===== src/rtl/instr_sequencer_if.sv =====
// Handshake/bus bundle between the instruction sequencer and the rest of the 9-bit core.
// The sequencer attaches through the slave modport; the surrounding core (or bench) through master.
interface instr_sequencer_if #(
    parameter int PC_W = 10
);
    logic            Start;
    logic [8:0]      Instr;
    logic            Ldr;
    logic            Str;
    logic            BranchTaken;
    logic [PC_W-1:0] Target;
    logic [PC_W-1:0] Prog_ctr;
    logic [8:0]      Ir;
    logic            RegWe_gate;
    logic            MemWe_gate;
    logic            Busy;
    logic            Done;
    logic [15:0]     CycleCnt;
    logic [15:0]     InstrCnt;

    modport master (
        output Start, Instr, Ldr, Str, BranchTaken, Target,
        input  Prog_ctr, Ir, RegWe_gate, MemWe_gate, Busy, Done, CycleCnt, InstrCnt
    );

    modport slave (
        input  Start, Instr, Ldr, Str, BranchTaken, Target,
        output Prog_ctr, Ir, RegWe_gate, MemWe_gate, Busy, Done, CycleCnt, InstrCnt
    );
endinterface


===== src/rtl/instr_sequencer.sv =====
// Multi-cycle FETCH/EXEC/MEM control sequencer: owns PC and IR, gates register-file
// and data-memory writes, and keeps saturating cycle/instruction counters.
module instr_sequencer #(
    parameter int         PC_W      = 10,
    parameter int         MEM_WAIT  = 1,
    parameter logic [8:0] HALT_CODE = 9'h1FF
) (
    input  logic             Clk,
    input  logic             Reset,
    instr_sequencer_if.slave bus
);

    localparam logic [2:0] S_IDLE  = 3'd0;
    localparam logic [2:0] S_FETCH = 3'd1;
    localparam logic [2:0] S_EXEC  = 3'd2;
    localparam logic [2:0] S_MEM   = 3'd3;
    localparam logic [2:0] S_HALT  = 3'd4;

    logic [2:0]      r_state;
    logic [PC_W-1:0] r_pc;
    logic [8:0]      r_ir;
    logic [2:0]      r_wait;
    logic [15:0]     r_cyc;
    logic [15:0]     r_icnt;

    logic            w_halt;
    logic            w_taken;
    logic            w_exec_wr;
    logic            w_mem_last;
    logic            w_retire;
    logic            w_busy;
    logic [PC_W-1:0] w_pc_next;

    function automatic logic [15:0] sat_inc16(input logic [15:0] v);
        return (v == 16'hFFFF) ? v : v + 16'd1;
    endfunction

    assign w_halt     = (r_ir == HALT_CODE);
    assign w_taken    = (r_ir[8:5] == 4'b1001) ||
                        (((r_ir[8:6] == 3'b101) || (r_ir[8:6] == 3'b110)) && bus.BranchTaken);
    assign w_pc_next  = w_taken ? bus.Target : r_pc + PC_W'(1);
    // Halt takes priority over whatever the decoder makes of the reserved code.
    assign w_exec_wr  = (r_state == S_EXEC) && !w_halt && !bus.Ldr;
    assign w_mem_last = (r_state == S_MEM) && (r_wait == 3'd1);
    assign w_retire   = w_exec_wr || w_mem_last;
    assign w_busy     = (r_state == S_FETCH) || (r_state == S_EXEC) || (r_state == S_MEM);

    always_ff @(posedge Clk or posedge Reset) begin
        if (Reset) begin
            r_state <= S_IDLE;
            r_pc    <= '0;
            r_ir    <= '0;
            r_wait  <= '0;
            r_cyc   <= '0;
            r_icnt  <= '0;
        end else begin
            if (w_busy)
                r_cyc <= sat_inc16(r_cyc);
            if (w_retire) begin
                r_icnt <= sat_inc16(r_icnt);
                r_pc   <= w_pc_next;
            end
            case (r_state)
                S_IDLE, S_HALT: begin
                    if (bus.Start) begin
                        r_state <= S_FETCH;
                        r_pc    <= '0;
                        r_cyc   <= '0;
                        r_icnt  <= '0;
                    end
                end
                S_FETCH: begin
                    r_ir    <= bus.Instr;
                    r_state <= S_EXEC;
                end
                S_EXEC: begin
                    if (w_halt)
                        r_state <= S_HALT;
                    else if (bus.Ldr) begin
                        r_state <= S_MEM;
                        r_wait  <= 3'(MEM_WAIT);
                    end else
                        r_state <= S_FETCH;
                end
                S_MEM: begin
                    if (r_wait == 3'd1)
                        r_state <= S_FETCH;
                    else
                        r_wait <= r_wait - 3'd1;
                end
                default: r_state <= S_IDLE;
            endcase
        end
    end

    // Gates are combinational on state so an asynchronous reset drops them at once.
    assign bus.Prog_ctr   = r_pc;
    assign bus.Ir         = r_ir;
    assign bus.RegWe_gate = w_retire;
    assign bus.MemWe_gate = w_exec_wr && bus.Str;
    assign bus.Busy       = w_busy;
    assign bus.Done       = (r_state == S_HALT);
    assign bus.CycleCnt   = r_cyc;
    assign bus.InstrCnt   = r_icnt;

endmodule


===== src/flat_wrapper.sv =====
// flat-port wrapper written by rule: the top's interface ports become plain ports
module instr_sequencer_flat 
#(
    parameter int         PC_W      = 10,
    parameter int         MEM_WAIT  = 1,
    parameter logic [8:0] HALT_CODE = 9'h1FF
)
  (Clk, Reset, bus_Start, bus_Instr, bus_Ldr, bus_Str, bus_BranchTaken, bus_Target, bus_Prog_ctr, bus_Ir, bus_RegWe_gate, bus_MemWe_gate, bus_Busy, bus_Done, bus_CycleCnt, bus_InstrCnt);
  instr_sequencer_if #(.PC_W(PC_W)) bus_i ();
  input  logic Clk;
  input  logic Reset;
  input wire logic [$bits(bus_i.Start)-1:0] bus_Start;
  input wire logic [$bits(bus_i.Instr)-1:0] bus_Instr;
  input wire logic [$bits(bus_i.Ldr)-1:0] bus_Ldr;
  input wire logic [$bits(bus_i.Str)-1:0] bus_Str;
  input wire logic [$bits(bus_i.BranchTaken)-1:0] bus_BranchTaken;
  input wire logic [$bits(bus_i.Target)-1:0] bus_Target;
  output wire logic [$bits(bus_i.Prog_ctr)-1:0] bus_Prog_ctr;
  output wire logic [$bits(bus_i.Ir)-1:0] bus_Ir;
  output wire logic [$bits(bus_i.RegWe_gate)-1:0] bus_RegWe_gate;
  output wire logic [$bits(bus_i.MemWe_gate)-1:0] bus_MemWe_gate;
  output wire logic [$bits(bus_i.Busy)-1:0] bus_Busy;
  output wire logic [$bits(bus_i.Done)-1:0] bus_Done;
  output wire logic [$bits(bus_i.CycleCnt)-1:0] bus_CycleCnt;
  output wire logic [$bits(bus_i.InstrCnt)-1:0] bus_InstrCnt;
  assign bus_i.Start = bus_Start;
  assign bus_i.Instr = bus_Instr;
  assign bus_i.Ldr = bus_Ldr;
  assign bus_i.Str = bus_Str;
  assign bus_i.BranchTaken = bus_BranchTaken;
  assign bus_i.Target = bus_Target;
  assign bus_Prog_ctr = bus_i.Prog_ctr;
  assign bus_Ir = bus_i.Ir;
  assign bus_RegWe_gate = bus_i.RegWe_gate;
  assign bus_MemWe_gate = bus_i.MemWe_gate;
  assign bus_Busy = bus_i.Busy;
  assign bus_Done = bus_i.Done;
  assign bus_CycleCnt = bus_i.CycleCnt;
  assign bus_InstrCnt = bus_i.InstrCnt;
  instr_sequencer #(.PC_W(PC_W), .MEM_WAIT(MEM_WAIT), .HALT_CODE(HALT_CODE)) u_core (.Clk(Clk), .Reset(Reset), .bus(bus_i));
endmodule

===== config.mk =====
export PLATFORM = sky130hd
export DESIGN_NAME = instr_sequencer_flat
export DESIGN_NICKNAME = d
export VERILOG_FILES = /design/src/rtl/instr_sequencer_if.sv /design/src/rtl/instr_sequencer.sv /design/src/flat_wrapper.sv
export SDC_FILE = /design/constraint.sdc
export NUM_CORES = 1
export LEC_CHECK = 0
export BUFFER_PORTS_ARGS = -buffer_cell sky130_fd_sc_hd__buf_4
export CAP_MARGIN = 10
export CORE_ASPECT_RATIO = 0.75
export CORE_MARGIN = 2
export CORE_UTILIZATION = 35
export DETAILED_ROUTE_END_ITERATION = 6
export GPL_ROUTABILITY_DRIVEN = 0
export PLACE_DENSITY = 0.56
export SLEW_MARGIN = 5
export SYNTH_ARGS = -nofsm -noshare
export SYNTH_HDL_FRONTEND = slang
export SYNTH_SLANG_ARGS = --single-unit

===== constraint.sdc =====
create_clock -name Clk -period 1.6 [get_ports Clk]
set_input_delay 0.08 -clock Clk [delete_from_list [all_inputs] [get_ports Clk]]
set_output_delay 0.08 -clock Clk [all_outputs]
set_load 0.05 [all_outputs]

==> reports/results.tsv <==
metric	value	unit
Synth Register Bits	57	
max frequency	549	MHz
Final Slew Violations	0	
pwr/cell area	1850	nW/um^2
H-tree Lvls	3	
crit end category	flop	
largest net degree at the start of global routing	58	
routed vias	3324	
nets	550	
switching share of power	43.7	%
Flop pwr share	23.8	%
Rows	30	
Root Buffer	clkbuf_16	
Top FF cell, synth	dfrtp_1	
CP Class	reg -> reg	
Area growth, synth to finish	73.0	%
Worst Path Max Fanout	12	
Pint	5.83	mW
Horiz. Die Dim	115	microns
worst relative slew slack	69.8	%
vias in the first global route	3197	
Routed WL	9640	microns
Synth Cell Area	3240	sq um
Core Area	9010	sq um
total chip power	10.4	mW
Reg clk slew, reported paths	0.05	ns
DRT antenna net count	0	
final worst slack	-0.221	ns
YS warnings	0	
Least-Margin Pin Slew	0.449	ns
Post-Syn Instances	344	
full die area	10000	sq um
first-pass GRT wire length	14900	microns
Starting DRT DRC Count	178	
max cap viols	0	
most frequent cells in the layout	buf_4 (153), dfrtp_2 (46), nor2_1 (30)	
clk_skew	0.00893	ns
share of cells above drive strength 1	60.4	%
TritonRoute pass-1 iters	4	
Gate power share	56.8	%
GRT Util Overall	18.6	%
Synth Area per Inst	9.41	sq um
endpoints failing setup	27	
I/O Pins	80	
die height	87.3	microns
fillers	743	
P_leak	2.51	nW
Data arrival, critical path	2.07	ns
status	finished, violations left	
DR top layer	met4	
asr flop ratio synth	100	%
maximum VDD drop	1.19	mV
Met1 Wirelength	4490	microns
Final Hold Fails	0	
slowest stage delay, CP	0.51	ns
Cell variety after synth	56	
Initial Util	35.9	%
final period utilization	114	%
initial antenna violation count	0	
failing checks	setup timing	
sequential fraction of the synthesis area	44.1	%
met3 wire length	335	microns
Sinks on Clock Net	57	
CTS tree	yes	
Clock Power Share	19.5	%
Final Util	62.2	%
ANT cells	0	
Detailed Place HPWL	6440	microns
cells along the critical path	inv_2 > ha_4 > nor2b_4 > nand2_1 > a21o_1 > buf_12 > or4_4 > a21oi_2	
Avg WL per Cell	15.1	microns
Final Hold Slack	0.00423	ns
Hold Crit Class	in -> reg	
grt ovf	0	
Tmin final	1.82	ns
Worst path slowest cell	or4_4	
Critical Path RT	1.84	ns
Via density	5.22	
most common cell after layout, fill and taps aside	buf_4	
DR WL met2	4740	microns
Post-synth EDFFs	0	
syn_nets	374	
IO buf count	79	
RSZ-0062 raised after global routing	true	
clk_lat worst skew	0.32	ns
crit path launch type	flop	
NetSw	4.52	mW
# DRC	0	
CTS buffer count	9	
worst-case clock buffer depth	2	
[worst max-delay path, delay by kind of cell (launching register included)]
kind / cells / cell delay, ns
buf+inv: 2 / 0.24
flops: 1 / 0.38
simple gates: 3 / 0.69
compound gates: 2 / 0.30
fa+ha+maj: 1 / 0.13
[metrics by stage]
stage / cells / instance area [sq um] / setup TNS (ns) / setup WS, ns
floorplan: 344 / 3460 / -4.16 / -0.235
global placement: 589 / 4680 / -2.17 / -0.215
detailed placement: 589 / 4680 / -3.40 / -0.287
CTS: 622 / 5300 / -2.34 / -0.230
global route: 637 / 5600 / -5.09 / -0.282
finish: 637 / 5600 / -3.06 / -0.221
[power groups by stage]
stage	clock, mW	sequential, mW	combinational (mW)
after floorplan	0	3.80	1.91
after global placement	0	2.43	5.10
after detailed placement	0	2.46	5.17
after CTS	2.05	2.44	5.44
after global routing	2.13	2.52	6.24
final	2.02	2.46	5.87
[registers in the layout (all words and copies together), names as in the netlist]
name                 count
u_core.r_state           3
u_core.bus.InstrCnt     16
u_core.bus.CycleCnt     16
u_core.bus.Ir            9
u_core.bus.Prog_ctr     10
u_core.r_wait            3
[cell usage after synthesis (2+ instances only)]
library cell | count | area (sq um)
nand3b_1 | 2 | 15.0
a31oi_1 | 3 | 18.8
o41ai_1 | 5 | 43.8
or2_2 | 2 | 12.5
nor2_1 | 35 | 131
o311ai_0 | 2 | 17.5
a21o_1 | 2 | 15.0
nor2b_1 | 2 | 12.5
clkbuf_1 | 5 | 18.8
or4_1 | 4 | 30.0
and2_1 | 5 | 31.3
nand3_1 | 18 | 90.1
nand2_1 | 31 | 116
nor3_1 | 10 | 50.1
mux2i_1 | 14 | 140
nand2b_1 | 2 | 12.5
buf_6 | 2 | 22.5
and3_1 | 11 | 68.8
mux2_2 | 10 | 113
xor2_1 | 3 | 26.3
o22ai_1 | 8 | 50.1
ha_1 | 5 | 62.6
a21oi_1 | 23 | 115
buf_4 | 2 | 15.0
a41oi_1 | 2 | 17.5
nand4b_1 | 2 | 17.5
o211ai_1 | 4 | 30.0
buf_2 | 6 | 30.0
dfrtp_1 | 57 | 1430
xnor2_1 | 2 | 17.5
inv_1 | 11 | 41.3
o21ai_0 | 10 | 50.1
and4_1 | 3 | 26.3
a211oi_1 | 5 | 37.5
nand4_1 | 8 | 50.1
o31ai_1 | 8 | 60.1
[path summary, 6_finish.rpt]
| path | slack (ns) | depth (start not counted) | from | end |
|---|---|---|---|---|
| max | -0.22 | 8 | u_core.r_wait[1] | u_core.bus.InstrCnt[7] |
| min | 0.004 | 2 | bus_Instr[6] | u_core.bus.Ir[6] |
| max reg2reg | -0.22 | 8 | u_core.r_wait[1] | u_core.bus.InstrCnt[7] |
| min reg2reg | 0.52 | 1 | u_core.bus.Prog_ctr[0] | u_core.bus.Prog_ctr[0] |
| max in group asynchronous | 0.93 | 4 | Reset | u_core.bus.InstrCnt[1] |
| min in group asynchronous | 0.38 | 4 | Reset | u_core.bus.CycleCnt[7] |
[metal layers]
| layer | vias to the layer above | track usage, % |
|---|---|---|
| met5 | - | 0 |
| met2 | 80 | 31.1 |
| li1 | 1631 | - |
| met4 | 0 | 3.83 |
| met1 | 1596 | 25.2 |
| met3 | 17 | 3.90 |
[what timing repair did]
item,4_1_cts,5_1_grt
setup buffers,10,13
gates resized for setup,26,43
pin swaps,10,19
hold endpoints to repair,62,2
cloned,1,0
endpoints found under the setup margin,30,40
hold buffers,6,2
[logic make-up after synthesis]
group	after synthesis	share of synthesized area, %
mux	24	7.81
simple gates	147	24.4
buf+inv	27	4.06
fa+ha+maj	5	1.93
compound gates	79	16.4
flops	57	44.1
xor+xnor	5	1.35
[cell type report]
type / instances / area [sq um] / share of cell area (%)
Multi-Input combinational cell: 260 / 2060 / 36.8
Timing Repair Buffer: 180 / 1540 / 27.5
Sequential cell: 57 / 1480 / 26.5
Clock buffer: 14 / 284 / 5.07
Tap cell: 112 / 140 / 2.50
Inverter: 12 / 53.8 / 0.961
Clock inverter: 2 / 35.0 / 0.626
Note: power is estimated with default switching activity, not from simulation.
